File: src/rtl/pipe_hold_ctrl.sv
// Pipeline hold/flush/halt control for tinyriscv.
// Optional stall counter: define PIPE_HOLD_CTRL_PERF_CNT_EN.
module pipe_hold_ctrl #(
  parameter int NUM_REQ   = 4,
  parameter int STAGES    = 4,
  parameter int ADDR_W    = 32,
  parameter int FLUSH_CYC = 1,
  parameter int CNT_W     = 32,
  localparam int LVL_W    = (STAGES > 1) ? $clog2(STAGES) : 1
) (
  input  logic                     clk,
  input  logic                     rst,
  input  logic                     jump_req_i,
  input  logic [ADDR_W-1:0]        jump_addr_i,
  input  logic [NUM_REQ-1:0]       hold_req_i,
  input  logic [NUM_REQ*LVL_W-1:0] hold_lvl_i,
  input  logic                     halt_req_i,
  input  logic                     drain_busy_i,
  output logic                     jump_flag_o,
  output logic [ADDR_W-1:0]        jump_addr_o,
  output logic [STAGES-1:0]        hold_o,
  output logic [STAGES-1:0]        flush_o,
  output logic                     halted_o,
  output logic [CNT_W-1:0]         stall_cnt_o
);

  localparam int FC_W = (FLUSH_CYC > 1) ? $clog2(FLUSH_CYC) : 1;
  localparam logic [FC_W-1:0] FC_LOAD = FC_W'(FLUSH_CYC - 1);

  typedef enum logic [1:0] {
    RUN, FLUSH, DRAIN, HALTED
  } state_e;

  state_e            state_q, state_d;
  logic [FC_W-1:0]   fcnt_q, fcnt_d;
  logic              halted_q;
  logic [STAGES-1:0] hold_raw;
  logic [STAGES-1:0] fmask;
  logic [STAGES-1:0] dmask;
  logic [LVL_W-1:0]  lvl_max;
  logic              any_req;

  // Highest clamped hold level among active requesters.
  always_comb begin
    logic [LVL_W-1:0] s;
    s       = '0;
    lvl_max = '0;
    any_req = 1'b0;
    for (int r = 0; r < NUM_REQ; r++) begin
      if (hold_req_i[r]) begin
        s = hold_lvl_i[r*LVL_W +: LVL_W];
        if (int'(s) > STAGES - 1)
          s = LVL_W'(STAGES - 1);
        if (s > lvl_max)
          lvl_max = s;
        any_req = 1'b1;
      end
    end
  end

  // Thermometer hold mask plus fixed flush/drain masks.
  always_comb begin
    hold_raw = '0;
    fmask    = '0;
    dmask    = '0;
    for (int k = 0; k < STAGES; k++) begin
      hold_raw[k] = any_req && (int'(lvl_max) >= k);
      fmask[k]    = (k < STAGES - 1);
      dmask[k]    = (k == 1);
    end
  end

  // Zero-latency redirect, hold and flush outputs.
  always_comb begin
    jump_flag_o = 1'b0;
    flush_o     = '0;
    hold_o      = '0;
    if (!rst) begin
      unique case (state_q)
        RUN, FLUSH: begin
          jump_flag_o = jump_req_i;
          if (jump_req_i || state_q == FLUSH)
            flush_o = fmask;
          hold_o = hold_raw & ~flush_o;
        end
        DRAIN: begin
          jump_flag_o = jump_req_i;
          flush_o = dmask | (jump_req_i ? fmask : '0);
          hold_o = (hold_raw | STAGES'(1)) & ~flush_o;
        end
        HALTED: begin
          hold_o = '1;
        end
        default: ;
      endcase
    end
    jump_addr_o = jump_flag_o ? jump_addr_i : '0;
  end

  // Next state and flush window counter.
  always_comb begin
    state_d = state_q;
    fcnt_d  = fcnt_q;
    unique case (state_q)
      RUN: begin
        if (jump_req_i) begin
          if (FLUSH_CYC > 1) begin
            fcnt_d  = FC_LOAD;
            state_d = FLUSH;
          end else if (halt_req_i) begin
            state_d = DRAIN;
          end
        end else if (halt_req_i) begin
          state_d = DRAIN;
        end
      end
      FLUSH: begin
        if (jump_req_i) begin
          fcnt_d = FC_LOAD;
        end else if (fcnt_q <= FC_W'(1)) begin
          fcnt_d  = '0;
          state_d = halt_req_i ? DRAIN : RUN;
        end else begin
          fcnt_d = fcnt_q - FC_W'(1);
        end
      end
      DRAIN: begin
        if (!halt_req_i)
          state_d = RUN;
        else if (!jump_req_i && !drain_busy_i)
          state_d = HALTED;
      end
      HALTED: begin
        if (!halt_req_i)
          state_d = RUN;
      end
      default: state_d = RUN;
    endcase
  end

  // State, flush counter and halted status registers.
  always_ff @(posedge clk) begin
    if (rst) begin
      state_q  <= RUN;
      fcnt_q   <= '0;
      halted_q <= 1'b0;
    end else begin
      state_q  <= state_d;
      fcnt_q   <= fcnt_d;
      halted_q <= (state_d == HALTED);
    end
  end

  assign halted_o = halted_q;

`ifdef PIPE_HOLD_CTRL_PERF_CNT_EN
  logic [CNT_W-1:0] cnt_q, cnt_d;
  logic             cnt_inc;

  assign cnt_inc = (state_q != HALTED) && (hold_o[0] || flush_o[0])
                && (cnt_q != '1);
  assign cnt_d   = cnt_inc ? cnt_q + CNT_W'(1) : cnt_q;

  // Saturating stall-cycle counter.
  always_ff @(posedge clk) begin
    if (rst)
      cnt_q <= '0;
    else
      cnt_q <= cnt_d;
  end

  assign stall_cnt_o = cnt_q;
`else
  assign stall_cnt_o = '0;
`endif

endmodule
File: config.mk
export PLATFORM = sky130hd
export DESIGN_NAME = pipe_hold_ctrl
export DESIGN_NICKNAME = d
export VERILOG_FILES = /design/src/rtl/pipe_hold_ctrl.sv
export SDC_FILE = /design/constraint.sdc
export NUM_CORES = 1
export LEC_CHECK = 0
export ABC_AREA = 1
export BUFFER_PORTS_ARGS = -buffer_cell sky130_fd_sc_hd__buf_2
export CORE_MARGIN = 1
export CORE_UTILIZATION = 35
export CTS_BUF_LIST = sky130_fd_sc_hd__clkbuf_8 sky130_fd_sc_hd__clkbuf_16
export CTS_CLUSTER_SIZE = 28
export DETAILED_ROUTE_END_ITERATION = 12
export PLACE_DENSITY = 0.87
export SLEW_MARGIN = 5
export SYNTH_ARGS = -nofsm -noshare
export SYNTH_HDL_FRONTEND = slang
export SYNTH_SLANG_ARGS = --single-unit
File: constraint.sdc
create_clock -name clk -period 3.7 [get_ports clk]
set_input_delay 0.555 -clock clk [delete_from_list [all_inputs] [get_ports clk]]
set_output_delay 0.555 -clock clk [all_outputs]
set_load 0.02 [all_outputs]
==> summary.txt <==
Placement
  • DP HPWL: 2006 um
  • Dpl cell area: approximately 1400 um2
  • Global placement routability congestion: about 0.77
  • Pre-CTS setup slack: -0.003851 ns
  • I/O Buffers: slightly below 90

Cells and area
  • Layout cell share with drive strength beyond 1: between 40 and 50%
  • Sequential cell area: between 60 and 70 um2
  • Area Growth Syn to Fin: 45.35%
  • Antenna Cells: 0
  • Fin area: roughly 1600 um2
  • Filler Cells Inserted: approximately 300
  • Nets: roughly 340
  • Multi-input logic area: ~750 um2

Critical path
  • Crit end category: primary output
  • Critical path's top delay family: simple AND/OR/NAND/NOR gates
  • Worst path cell trace: buf_8 -> nand2_4 -> ha_4 -> inv_2 -> a21oi_2 -> nand2_1 -> nand2_2 -> nand2_2 -> inv_2 -> ha_4 -> nand2_4 -> nand3_2 -> nand3_2 -> nand2_1 -> ha_1 -> inv_1 -> nor2_1 -> nor2_1 -> o21ai_1 -> or2_1 -> nand2_1 -> a21oi_2 -> buf_4
  • Worst path buffer plus inverter count: 5
  • Req. time, crit path: 3.14 ns
  • Startpoint Class: input port
  • Crit path kind: in -> out
  • Crit-path most repeated cell: nand2_1
  • Crit path DAT: just over 3 ns
  • Crit Path Max Fanout: 4
  • Slowest stage delay, CP: slightly below 0.3 ns
  • Slowest CP cell: ha_1

GRT
  • Antenna violations before repair: 0
  • Tot GR Track Use: about an eighth
  • Vias in the first global route: 990
  • Wire length of the first global-routing pass: between 3000 and 4000 um
  • Largest net degree at the start of global routing: 33
  • Overflow after GRT: 0

Run
  • Max Cap Viol: 0

Synthesis
  • Yosys cell types: 26
  • Ys Warns: 0
  • Synth area leader: buf_4
  • Top_reg_cell synth: dfxtp_1
  • Post-synth EDFFs: 0
  • Post-synth top area share: ~23%
  • Synth top cells by count: 50 x inv_1, 34 x buf_4, 33 x nor2_1
  • Register area share after synthesis: 5.442%
  • Most numerous cell in the Yosys netlist: inv_1
  • Synth Instances: about 190
  • Post-synth ARST share: 0%
  • Syn_area_per_cell: 5.839 um2
  • Largest cells by area after synthesis: buf_4 23%, inv_1 17%, nor2_1 11%
  • Yosys reg bits: 3
  • Post-Synthesis Cell Area: between 1000 and 1500 um2

Routing
  • First-pass detailed-route iteration total: 10
  • DR DRC count: 1
  • Vias: approximately 1,300
  • Number of vias per cell: between 3 and 4
  • Antenna Nets Post-Route: 0
  • Detailed Route Iter0 Violations: 27
  • Drt total wl: approximately 2700 um
  • Average wire per standard cell: between 8 and 9 um

STA
  • Post-layout min period: between 3 and 4 ns
  • Worst setup margin: ~0.092 ns
  • Peak Freq: 0.2771 GHz
  • Final Hold Viols: 0
  • Setup TNS: 0 ns
  • Setup-failing EPs final: 0
  • RSZ-0062 raised after global routing: true
  • Clock Skews: between 0.004 and 0.005 ns
  • Period utilization: between 90% and 100%
  • Fin. max-slew vios: 0

Clocking
  • Root buf cell: clkbuf_8
  • Num CTS Buffers: 3
  • CTS Sinks: 3
  • Worst skew pair latency: between 0.2 and 0.25 ns
  • Worst-path clk slew: 0.03 ns
  • CTS Buffer Depth: 2
  • Htree depth: 1
  • CTS tree: built

Run status
  • Failing checks: design-rule violations
  • Outcome: finished with violations

Pwr
  • VDD IR max: between 0.2 and 0.3 mV
  • P per Cell Area: ~210 nW/um2
  • Total power: ~0.00034 W
  • Clock power frac: a little over a quarter
  • Pint: roughly 0.00018 W
  • Combinational cell fraction of total power: a little over three fifths
  • Leakage: ~1.1 nW
  • Total net switching power: around 0.00016 W
  • Sw Share: around 46%
  • Power share of the sequential group: 10.3%

Floorplan
  • Die Span Y: roughly 58 um
  • DIE AREA: about 3400 um2
  • Core Region: 3028 um2
  • Starting Density: about 36%
  • # IOs: between 100 and 150
  • Die X: approximately 58 um
  • Row count: 20

Hold path
  • Hold crit path type: reg -> reg
-- area by class of cell --
type | instances | area share (%)
clock buffer | 3 | 2.574
inverter | 54 | 12.79
clock inverter | 1 | 0.2340
tap | 44 | 3.432
timing repair buffer | 92 | 30.34
sequential | 3 | 3.744
multi-input combinational | 127 | 46.88
-- logic make-up after synthesis --
logic type | share of synthesized area (%)
AOI/OAI and AO/OA | 9.296
buffers and inverters | 44.78
DFF | 5.442
other | 0.3398
and+or+nand+nor | 29.93
adders and majority gates | 10.20
-- metal layers --
layer	global-route usage, %	share of wire (%)	vias up
li1	-	-	664
met3	2.455	7.1	0
met5	0	0	-
met2	26.44	55	66
met1	12.06	38	555
met4	2.721	0	0
-- flip-flops by register name, summed over array words and instances (netlist names) --
register,cells
state_q,2
halted_o,1
-- layout by cell type (no fill, tap or decap), drive strengths merged, types with 2 or more instances in the layout --
master / count
a21oi: 7
buf: 92
clkbuf: 3
conb: 33
dfxtp: 3
ha: 9
inv: 55
nand2: 16
nand3: 9
nor2: 41
o21ai: 5
o21bai: 2
-- per-stage QoR --
stage	cells	utilization, %	hold slack, ns
final	324	52.98	0.5559
after global routing	324	52.98	0.5957
after CTS	321	49.05	0.5607
after detailed placement	317	47.40	0.5602
after global placement	317	47.40	0.5609
after floorplan	221	-	0.5193
-- worst register-to-register path, stage by stage, from the launching register on --
cell and delay [ns]:
dfxtp_1 0.37, inv_1 0.08, nor3_1 0.25, inv_1 0.07
a21oi_1 0.13
-- final timing paths --
check / endpoint / cells past startpoint / slack [ns] / startpoint
max: hold_o[1] / 23 / 0.09 / hold_req_i[0]
min: halted_o / 2 / 0.56 / state_q[1]
max reg2reg: state_q[0] / 4 / 2.73 / state_q[0]
min reg2reg: halted_o / 2 / 0.56 / state_q[1]
-- power by group through the flow --
stage                      clock, W  combinational [W]  sequential (W)
final                     0.0000902           0.000213       0.0000347
after global routing      0.0000976           0.000233       0.0000348
after CTS                 0.0000929           0.000185       0.0000347
after detailed placement          0           0.000184       0.0000351
after global placement            0           0.000180       0.0000351
after floorplan                   0           0.000158       0.0000350
-- timing repair --
item                                    4_1_cts  5_1_grt
pin swaps                                     0       16
endpoints found under the setup margin        2        2
hold buffers                                  0        0
buffers inserted                              0        3
hold endpoints to repair                      0        0
resized for setup                             1       23
(Power assumes the default switching activity.)
